===== config.mk =====
export PLATFORM = sky130hd
export DESIGN_NAME = mdu_32
export DESIGN_NICKNAME = d
export VERILOG_FILES = /design/src/rtl/mdu_pkg.sv /design/src/rtl/mdu_neg.sv /design/src/rtl/mdu_32.sv
export SDC_FILE = /design/constraint.sdc
export NUM_CORES = 1
export LEC_CHECK = 0
export ABC_AREA = 1
export BUFFER_PORTS_ARGS = -buffer_cell sky130_fd_sc_hd__buf_2
export CORE_MARGIN = 3
export CORE_UTILIZATION = 40
export CTS_CLUSTER_DIAMETER = 60
export DETAILED_ROUTE_END_ITERATION = 12
export GPL_ROUTABILITY_DRIVEN = 0
export GPL_TIMING_DRIVEN = 1
export HOLD_SLACK_MARGIN = 0.03
export MAX_ROUTING_LAYER = met4
export PLACE_DENSITY_LB_ADDON = 0.1
export SLEW_MARGIN = 0
export SYNTH_ARGS = -nofsm -noshare
export SYNTH_HDL_FRONTEND = slang
export SYNTH_HIERARCHICAL = 1
export SYNTH_SLANG_ARGS = --single-unit

===== constraint.sdc =====
create_clock -name clk -period 3.2 [get_ports clk]
set_input_delay 0 -clock clk [delete_from_list [all_inputs] [get_ports clk]]
set_output_delay 0 -clock clk [all_outputs]
set_load 0.1 [all_outputs]

===== src/rtl/mdu_pkg.sv =====
// ============================================================================
//  Module : mdu_pkg
//  Shared encodings, widths and decode helpers for the multiply/divide unit.
//  Rev    : 1.0
// ============================================================================
`default_nettype none

package mdu_pkg;

    localparam int WIDTH = 32;
    localparam int CNT_W = 5;

    localparam logic [1:0] MDU_MULTU = 2'b00;
    localparam logic [1:0] MDU_MULT  = 2'b01;
    localparam logic [1:0] MDU_DIVU  = 2'b10;
    localparam logic [1:0] MDU_DIV   = 2'b11;

    typedef enum logic [1:0] {
        ST_IDLE = 2'd0,
        ST_CALC = 2'd1,
        ST_FIX  = 2'd2
    } state_t;

    function automatic logic op_is_div(input logic [1:0] op);
        return (op == MDU_DIVU) || (op == MDU_DIV);
    endfunction

    function automatic logic op_is_signed(input logic [1:0] op);
        return (op == MDU_MULT) || (op == MDU_DIV);
    endfunction

endpackage

`default_nettype wire


===== src/rtl/mdu_neg.sv =====
// ============================================================================
//  Module : mdu_neg
//  Conditional two's-complement negate; passes the input through when i_neg=0.
//  Rev    : 1.0
// ============================================================================
`default_nettype none

module mdu_neg #(
    parameter int WIDTH = 32
) (
    input  logic             i_neg,
    input  logic [WIDTH-1:0] i_a,
    output logic [WIDTH-1:0] o_y
);

    assign o_y = i_neg ? -i_a : i_a;

endmodule

`default_nettype wire


===== src/rtl/mdu_32.sv =====
// ============================================================================
//  Module : mdu_32
//  Iterative 32-cycle MULT/MULTU/DIV/DIVU unit with architectural HI/LO.
//  Rev    : 1.0
// ============================================================================
`default_nettype none

module mdu_32
    import mdu_pkg::*;
(
    input  logic             clk,
    input  logic             rst,
    input  logic             i_start,
    input  logic [1:0]       i_op,
    input  logic [WIDTH-1:0] i_op1,
    input  logic [WIDTH-1:0] i_op2,
    input  logic             i_wr_hi,
    input  logic             i_wr_lo,
    input  logic [WIDTH-1:0] i_wr_data,
    output logic             o_busy,
    output logic             o_done,
    output logic             o_div_by_zero,
    output logic [WIDTH-1:0] o_hi,
    output logic [WIDTH-1:0] o_lo
);

    state_t             r_state;
    logic [1:0]         r_op;
    logic [CNT_W-1:0]   r_cnt;
    logic [WIDTH-1:0]   r_acc_hi;
    logic [WIDTH-1:0]   r_acc_lo;
    logic [WIDTH-1:0]   r_opb;
    logic               r_sgn_diff;
    logic               r_sgn_a;
    logic [WIDTH-1:0]   r_hi;
    logic [WIDTH-1:0]   r_lo;
    logic               r_busy;
    logic               r_done;
    logic               r_dbz;

    logic               w_signed;
    logic [WIDTH-1:0]   w_abs_a;
    logic [WIDTH-1:0]   w_abs_b;
    logic [2*WIDTH-1:0] w_prod;
    logic [WIDTH-1:0]   w_quo;
    logic [WIDTH-1:0]   w_rem;
    logic [WIDTH:0]     w_sum;
    logic [WIDTH:0]     w_rem_sh;
    logic               w_ge;
    logic [WIDTH-1:0]   w_diff;
    logic [WIDTH-1:0]   w_nxt_hi;
    logic [WIDTH-1:0]   w_nxt_lo;

    assign w_signed = op_is_signed(i_op);

    mdu_neg #(.WIDTH(WIDTH)) u_abs_a (
        .i_neg (w_signed & i_op1[WIDTH-1]),
        .i_a   (i_op1),
        .o_y   (w_abs_a)
    );

    mdu_neg #(.WIDTH(WIDTH)) u_abs_b (
        .i_neg (w_signed & i_op2[WIDTH-1]),
        .i_a   (i_op2),
        .o_y   (w_abs_b)
    );

    mdu_neg #(.WIDTH(2*WIDTH)) u_fix_prod (
        .i_neg (r_sgn_diff),
        .i_a   ({r_acc_hi, r_acc_lo}),
        .o_y   (w_prod)
    );

    mdu_neg #(.WIDTH(WIDTH)) u_fix_quo (
        .i_neg (r_sgn_diff),
        .i_a   (r_acc_lo),
        .o_y   (w_quo)
    );

    mdu_neg #(.WIDTH(WIDTH)) u_fix_rem (
        .i_neg (r_sgn_a),
        .i_a   (r_acc_hi),
        .o_y   (w_rem)
    );

    // Multiply: add multiplicand on LSB, shift right. Divide: restoring
    // shift-left / trial-subtract, quotient bits enter at the LSB of acc_lo.
    assign w_sum    = {1'b0, r_acc_hi} + (r_acc_lo[0] ? {1'b0, r_opb} : '0);
    assign w_rem_sh = {r_acc_hi, r_acc_lo[WIDTH-1]};
    assign w_ge     = (w_rem_sh >= {1'b0, r_opb});
    assign w_diff   = w_rem_sh[WIDTH-1:0] - r_opb;

    always_comb begin
        w_nxt_hi = w_sum[WIDTH:1];
        w_nxt_lo = {w_sum[0], r_acc_lo[WIDTH-1:1]};
        if (op_is_div(r_op)) begin
            w_nxt_hi = w_ge ? w_diff : w_rem_sh[WIDTH-1:0];
            w_nxt_lo = {r_acc_lo[WIDTH-2:0], w_ge};
        end
    end

    always_ff @(posedge clk) begin
        if (rst) begin
            r_state    <= ST_IDLE;
            r_op       <= MDU_MULTU;
            r_cnt      <= '0;
            r_acc_hi   <= '0;
            r_acc_lo   <= '0;
            r_opb      <= '0;
            r_sgn_diff <= 1'b0;
            r_sgn_a    <= 1'b0;
            r_hi       <= '0;
            r_lo       <= '0;
            r_busy     <= 1'b0;
            r_done     <= 1'b0;
            r_dbz      <= 1'b0;
        end else begin
            r_done <= 1'b0;
            case (r_state)
                ST_IDLE: begin
                    if (i_start) begin
                        r_op       <= i_op;
                        r_acc_hi   <= '0;
                        r_acc_lo   <= w_abs_a;
                        r_opb      <= w_abs_b;
                        r_sgn_diff <= w_signed & (i_op1[WIDTH-1] ^ i_op2[WIDTH-1]);
                        r_sgn_a    <= w_signed & i_op1[WIDTH-1];
                        r_cnt      <= CNT_W'(WIDTH - 1);
                        r_busy     <= 1'b1;
                        r_state    <= ST_CALC;
                    end else begin
                        if (i_wr_hi) r_hi <= i_wr_data;
                        if (i_wr_lo) r_lo <= i_wr_data;
                    end
                end
                ST_CALC: begin
                    r_acc_hi <= w_nxt_hi;
                    r_acc_lo <= w_nxt_lo;
                    r_cnt    <= r_cnt - 1'b1;
                    if (r_cnt == '0) r_state <= ST_FIX;
                end
                ST_FIX: begin
                    if (op_is_div(r_op)) begin
                        r_hi  <= w_rem;
                        r_lo  <= w_quo;
                        r_dbz <= (r_opb == '0);
                    end else begin
                        r_hi  <= w_prod[2*WIDTH-1:WIDTH];
                        r_lo  <= w_prod[WIDTH-1:0];
                        r_dbz <= 1'b0;
                    end
                    r_done  <= 1'b1;
                    r_busy  <= 1'b0;
                    r_state <= ST_IDLE;
                end
                default: r_state <= ST_IDLE;
            endcase
        end
    end

    assign o_busy        = r_busy;
    assign o_done        = r_done;
    assign o_div_by_zero = r_dbz;
    assign o_hi          = r_hi;
    assign o_lo          = r_lo;

endmodule

`default_nettype wire


==> results of run 1 <==
## per-layer routing
| layer | GRT usage | vias up | wire length (µm) | part of all wire |
|---|---|---|---|---|
| met2 | 0.458 | 1070 | 34700 | 0.42 |
| met1 | 0.429 | 10900 | 37400 | 0.45 |
| met5 | - | - | 0 | 0 |
| met4 | 0.120 | 0 | 3350 | 0.041 |
| li1 | - | 12200 | - | - |
| met3 | 0.0505 | 153 | 7050 | 0.085 |
## tightest hold or removal path: cells and delay by family
kind            cells  cell delay, ns
compound gates      2            0.24
simple gates        2            0.22
buf+inv             1            0.08
## state kept, by name, summed over array words and instances, names as in the netlist
register / flops
o_busy: 1
o_div_by_zero: 1
o_done: 1
o_hi: 32
o_lo: 32
r_acc_hi: 32
r_acc_lo: 32
r_cnt: 5
r_op: 1
r_opb: 32
r_sgn_a: 1
r_sgn_diff: 1
r_state: 2
## kinds of logic (layout without fill, tap and decap cells)
family | Yosys count | count (layout) | synth area share
AND/OR/NAND/NOR | 2215 | 2215 | 0.469
adder cells (fa/ha/maj) | 73 | 73 | 0.0462
XOR/XNOR | 104 | 104 | 0.0453
flip-flops | 173 | 173 | 0.172
AO/OA/AOI/OAI | 597 | 597 | 0.156
buffers and inverters | 555 | 757 | 0.111
## where the power goes
part	internal, mW	total [mW]	switching [mW]
logic	1.51	5.13	3.62
clock network	1.05	2.19	1.14
registers	2.36	2.73	0.375
total	4.92	10.1	5.13
## cell type report
type / instances / area share
clock buffer: 17 / 0.0185
clock inverter: 15 / 0.00713
inverter: 421 / 0.0688
tap: 664 / 0.0361
sequential: 173 / 0.151
timing repair buffer: 304 / 0.0911
multi-input combinational: 2989 / 0.627
## worst max path at each step
| stage | end | slack, ns |
|---|---|---|
| global route | r_acc_hi[2]$_SDFFE_PP0P_ | 0.20 |
| CTS | r_acc_hi[2]$_SDFFE_PP0P_ | 0.48 |
| floorplan | r_acc_hi[29]$_SDFFE_PP0P_ | 0.52 |
| detailed placement | r_acc_hi[12]$_SDFFE_PP0P_ | 0.51 |
| finish | r_acc_hi[2]$_SDFFE_PP0P_ | 0.43 |
| global placement | r_acc_hi[21]$_SDFFE_PP0P_ | 0.51 |
## metrics by stage
| step | hold slack, ns | area (µm²) |
|---|---|---|
| 2_1_floorplan | 0.160 | 20100 |
| 3_3_place_gp | 0.320 | 21700 |
| 3_5_place_dp | 0.318 | 21700 |
| 4_1_cts | 0.0300 | 23000 |
| 5_1_grt | 0.0660 | 23000 |
| 6_report | 0.0724 | 23000 |
## synth_stat cells, types with 3 or more instances
master	instances
clkinv_1	3
a21boi_0	3
nor2_8	3
inv_2	21
nand2_4	3
o21ai_1	8
buf_1	8
and2_1	4
nor2_1	465
nand3b_1	19
nor4_1	10
buf_2	15
a211oi_1	3
o21ai_0	263
nand3_1	254
clkbuf_1	91
or2_2	4
nor2_4	27
o21bai_1	10
o21ai_2	4
nand2_2	28
inv_1	397
dfxtp_1	173
a21oi_1	284
nor2_2	33
nor3_1	17
o211ai_1	6
a31oi_1	4
ha_1	71
nand2_1	1295
o21ai_4	4
xor2_1	49
xnor2_1	55
a21oi_2	3
nand3_2	15
clkbuf_8	8
nand4_1	33
buf_4	9
==> flow_summary.toml, run 1 <==
[status]
status = "finished, final reports clean"

[worst_setup_path]
cpPeakStageDelay_ns = 0.67
rrSetupSlack_ns = 0.43
cpMaxStageDelayCell = "dfxtp_1"
crit_path_max_fanout = 20
worst_setup_path_end_kind = "register"
cp_num_buf_inv = 2
worst_ep_required_time_ns = 3.64
path_class = "reg -> reg"
r2r_end = "r_acc_hi[2]$_SDFFE_PP0P_"
startpoint_type = "register"
r2r_cells = 15
path_common_cell = "nand2_1"
rr_startpoint = "r_acc_hi[2]$_SDFFE_PP0P_"
crit_start = "r_acc_hi[2]$_SDFFE_PP0P_"
arrival_ns = 3.20
critPathTopFamily = "simple AND/OR/NAND/NOR gates"
crit_chain = "ha_1 > nand2_1 > inv_1 > nand2_1 > nand2_1 > nand2_1 > nand3_2 > nand2_2 > nand2_2 > nand3_4 > buf_4 > nand3_1 > nand3_1 > nand3_1 > a21oi_1"
crit_cells = 15

[layout]
finalNonFillerCells = 4583
mostFrequentLayoutCells = "nand2_1, nor2_1, inv_1"
drive_gt1_frac = 0.107
area_growth_syn_to_layout_pct = 14.4
final_util = 0.467
num-nets-final = 4082
regArea_um2 = 3470
diodes = 0
multiInputGateArea_um2 = 14400
final_common_cell = "nand2_1"
nFillCells = 5556

[die]
die_w_um = 230
ios = 170
core_um2 = 49300
die_area_um2 = 53000
start_util = 0.408
die_h_um = 230
num_rows = 81

[timing]
fin_ws_ns = 0.433
slew_headroom = 0.206
rsz0062_at_grt = "no"
drv_slew = 0
tightest_slew_ns = 1.19
finalCritPeriodShare = 0.865
max_freq_ghz = 0.361
finalClockSkew_ns = 0.0159
fin_crit_ns = 2.77
setup_violations = 0
setup_tns_ns = 0
finalHoldViolCount = 0

[global_route]
grt_pass1_vias = 21700
grt_max_degree = 134
overflow = 0
antenna_found_initial = 0
grt_pass1_wl_um = 125000
grt_use_total = 0.312

[power_and_ir_drop]
irDropWorstVdd_uv = 472
p_total_mw = 10.1
p_leak_nw = 11.7
power.density_nw_per_um2 = 437

[min_path]
hold_start = "i_wr_data[7]"
holdPathStages = 5
hold_path_end = "o_lo[7]$_SDFFE_PP0P_"
hp-class = "in -> reg"

[detailed_routing]
wl_per_cell_um = 18.0
wl_um = 82500
drc = 0
dr_total_vias = 24300
first_pass_iters = 7
viasPerCell = 5.30
drt_first_iter_violations = 2495
antenna_left = 0

[placed_design]
hpwlAfterDp_um = 65200
post-place-ws_ns = 0.506
placed_cells_incl_taps = 4478
portBuffers = 169

[synthesis]
synth_edf_count = 0
synth_warnings = 6
synth_area_leaders = "nand2_1, dfxtp_1, nor2_1"
synth.distinct_cells = 48
async_flop_share = 0
ys.flop_type = "dfxtp_1"
yosysTopAreaCellShare = 0.242
synth_seq_cells = 173
synth_area_leader_cell = "nand2_1"
netlist_instances = 3717
syn_area_per_cell_um2 = 5.41
netlist_area_um2 = 20100
yosysSeqAreaShare = 0.172
syn_nets = 3893

[clocking]
cts_setup_buffers = 0
cts_max_level = 4
insertion_delay_ns = 0.51
hold_buffers = 73
cts.clk_slew.worst_paths_ns = 0.08
cts_made_buffers = 17
cts_buffer_depth = 2
cts_resized = 0
cts.root.buffer_cell = "clkbuf_16"
cts_tree = "done"
cts_sinks = 173

[run]
cap_violations = 0
Power figures use the tool's default switching activity.
==> inputs of run 2 (changes only) <==
--- a/config.mk
+++ b/config.mk
@@ -7,15 +7,17 @@
 export LEC_CHECK = 0
 export ABC_AREA = 1
 export BUFFER_PORTS_ARGS = -buffer_cell sky130_fd_sc_hd__buf_2
+export CELL_PAD_IN_SITES_DETAIL_PLACEMENT = 0
+export CELL_PAD_IN_SITES_GLOBAL_PLACEMENT = 1
 export CORE_MARGIN = 3
-export CORE_UTILIZATION = 40
+export CORE_UTILIZATION = 38
 export CTS_CLUSTER_DIAMETER = 60
 export DETAILED_ROUTE_END_ITERATION = 12
 export GPL_ROUTABILITY_DRIVEN = 0
 export GPL_TIMING_DRIVEN = 1
 export HOLD_SLACK_MARGIN = 0.03
 export MAX_ROUTING_LAYER = met4
-export PLACE_DENSITY_LB_ADDON = 0.1
+export PLACE_DENSITY = 0.87
 export SLEW_MARGIN = 0
 export SYNTH_ARGS = -nofsm -noshare
 export SYNTH_HDL_FRONTEND = slang
==> constraint.sdc (replaced) <==
create_clock -name clk -period 2.4 [get_ports clk]
set_input_delay 0 -clock clk [delete_from_list [all_inputs] [get_ports clk]]
set_output_delay 0 -clock clk [all_outputs]
set_load 0.1 [all_outputs]
==> run 2 against run 1 <==
Against the previous run: first-iteration DRC count rose by 7.0%; clock skew down 0.0013 ns; non-clock buffer count rose by 266; critical path depth fell by 1; register-to-register slack got worse by 0.38 ns; via count grew 6.0%; maximum frequency up 18%; design area rose by 15%; largest power group unchanged; combinational power rose by 64%; worst setup slack worse by 0.38 ns; clock power grew 27%; die area grew 5.1%.
==> flow_summary.toml, run 2 (synthesis gave the netlist of run 1 again) <==
[timing]
rsz0062_at_grt = "yes"
slew_headroom = 0.433
drv_slew = 0
max_freq_ghz = 0.426
tightest_slew_ns = 0.851
fin_ws_ns = 0.0552
finalClockSkew_ns = 0.0146
hold_slack_ns = 0.0447
finalHoldViolCount = 0
setup_tns_ns = 0
finalCritPeriodShare = 0.977
setup_violations = 0
fin_crit_ns = 2.34

[detailed_routing]
wl_per_cell_um = 17.5
first_pass_iters = 6
dr_total_vias = 25700
drc = 0
drt_first_iter_violations = 2670
wl_um = 85100
viasPerCell = 5.29
antenna_left = 0

[global_route]
antenna_found_initial = 1
globalRouteMet3Util = 0.0470
grt_pass1_wl_um = 127000
grt_max_degree = 134
gr-max-usage-layer = "met2"
use_met1 = 0.402
overflow = 0
grt_use_total = 0.297
grt_pass1_vias = 22800
met2_usage = 0.432

[clocking]
cts_sinks = 173
cts_buffer_depth = 2
cts_max_level = 4
cts.clk_slew.worst_paths_ns = 0.08
cts.root.buffer_cell = "clkbuf_16"
cts_made_buffers = 17
insertion_delay_ns = 0.51
cts_tree = "done"

[die]
die_h_um = 236
core_um2 = 51800
ios = 170
die_w_um = 236
die_area_um2 = 55700
num_rows = 83
start_util = 0.388

[layout]
drive_gt1_frac = 0.215
mostFrequentLayoutCells = "nand2_1, nor2_1, inv_1"
area_growth_syn_to_layout_pct = 31.3
final_util = 0.509
num-nets-final = 4349
finalNonFillerCells = 4867
final_common_cell = "nand2_1"
final_area_um2 = 26400

[worst_setup_path]
arrival_ns = 2.79
cpMaxStageDelayCell = "dfxtp_4"
crit_path_max_fanout = 13
cpPeakStageDelay_ns = 0.37
path_class = "reg -> reg"
rrSetupSlack_ns = 0.06
startpoint_type = "register"
worst_ep_required_time_ns = 2.84
worst_setup_path_end_kind = "register"
crit_chain = "buf_8 > inv_2 > ha_2 > nand3_4 > nor2_4 > nand3_4 > o21ai_4 > buf_12 > nand4_1 > nand2_1 > o21ai_0 > o21ai_1 > nand2_1 > a21oi_2"

[power_and_ir_drop]
pwr-share-clk = 0.189
switching_share = 0.483
p_total_mw = 14.7
seq_power_share = 0.238
p_int_mw = 7.60
p_leak_nw = 13.2
power_switching_mw = 7.11
irDropWorstVdd_uv = 709
combPwrFrac = 0.573
power.density_nw_per_um2 = 557

[run]
cap_violations = 0

[status]
status = "finished, final reports clean"

[min_path]
hp-class = "in -> reg"

[placed_design]
placed_cells_incl_taps = 4738
hpwlAfterDp_um = 66700
placed_cell_area_um2 = 23600
post-place-ws_ns = -0.101
portBuffers = 169
[run 2: area by class of cell]
class / instances / area (µm²)
antenna: 1 / 2.50
clock buffer: 21 / 460
clock inverter: 11 / 98.8
fill: 5405 / 25400
inverter: 421 / 1580
multi-input combinational: 2990 / 15600
sequential: 173 / 3490
tap: 680 / 851
timing repair buffer: 570 / 4300
[run 2: worst paths after layout]
kind,start,end,cells past startpoint
hold reg to reg,o_hi[19]$_SDFFE_PP0P_,o_hi[19]$_SDFFE_PP0P_,2
hold / removal,i_wr_data[21],o_hi[21]$_SDFFE_PP0P_,5
setup reg to reg,r_acc_lo[0]$_SDFFE_PP0P_,o_hi[16]$_SDFFE_PP0P_,14
setup / recovery,r_acc_lo[0]$_SDFFE_PP0P_,o_hi[16]$_SDFFE_PP0P_,14
[run 2: power groups by stage]
stage               logic (mW)  registers (mW)  clock network, mW
floorplan                 4.34            4.05                  0
global placement          7.62            3.51                  0
detailed placement        7.64            3.52                  0
CTS                       7.79            3.46               2.83
global route              9.14            3.52               2.92
finish                    8.43            3.50               2.78
[run 2: per-layer routing]
metal / share of wire / routed length (µm) / vias to the layer above
li1: - / - / 12700
met1: 0.43 / 36700 / 11600
met2: 0.42 / 35800 / 1265
met3: 0.10 / 8480 / 200
met4: 0.049 / 4190 / 0
met5: 0 / 0 / -
[run 2: worst max-delay path, delay by kind of cell (launching register included)]
family                     cells  cell delay [ns]
AOI/OAI and AO/OA              4             0.62
adders and majority gates      1             0.20
buffers and inverters          3             0.35
DFF                            1             0.37
and+or+nand+nor                6             0.70
[run 2: what timing repair did]
action | CTS | global route
hold endpoints to repair | 86 | 0
hold buffers | 73 | 0
gates resized for setup | 21 | 278
setup buffers | 0 | 20
pin swaps | 3 | 42
endpoints found under the setup margin | 28 | 61
cloned | 0 | 3
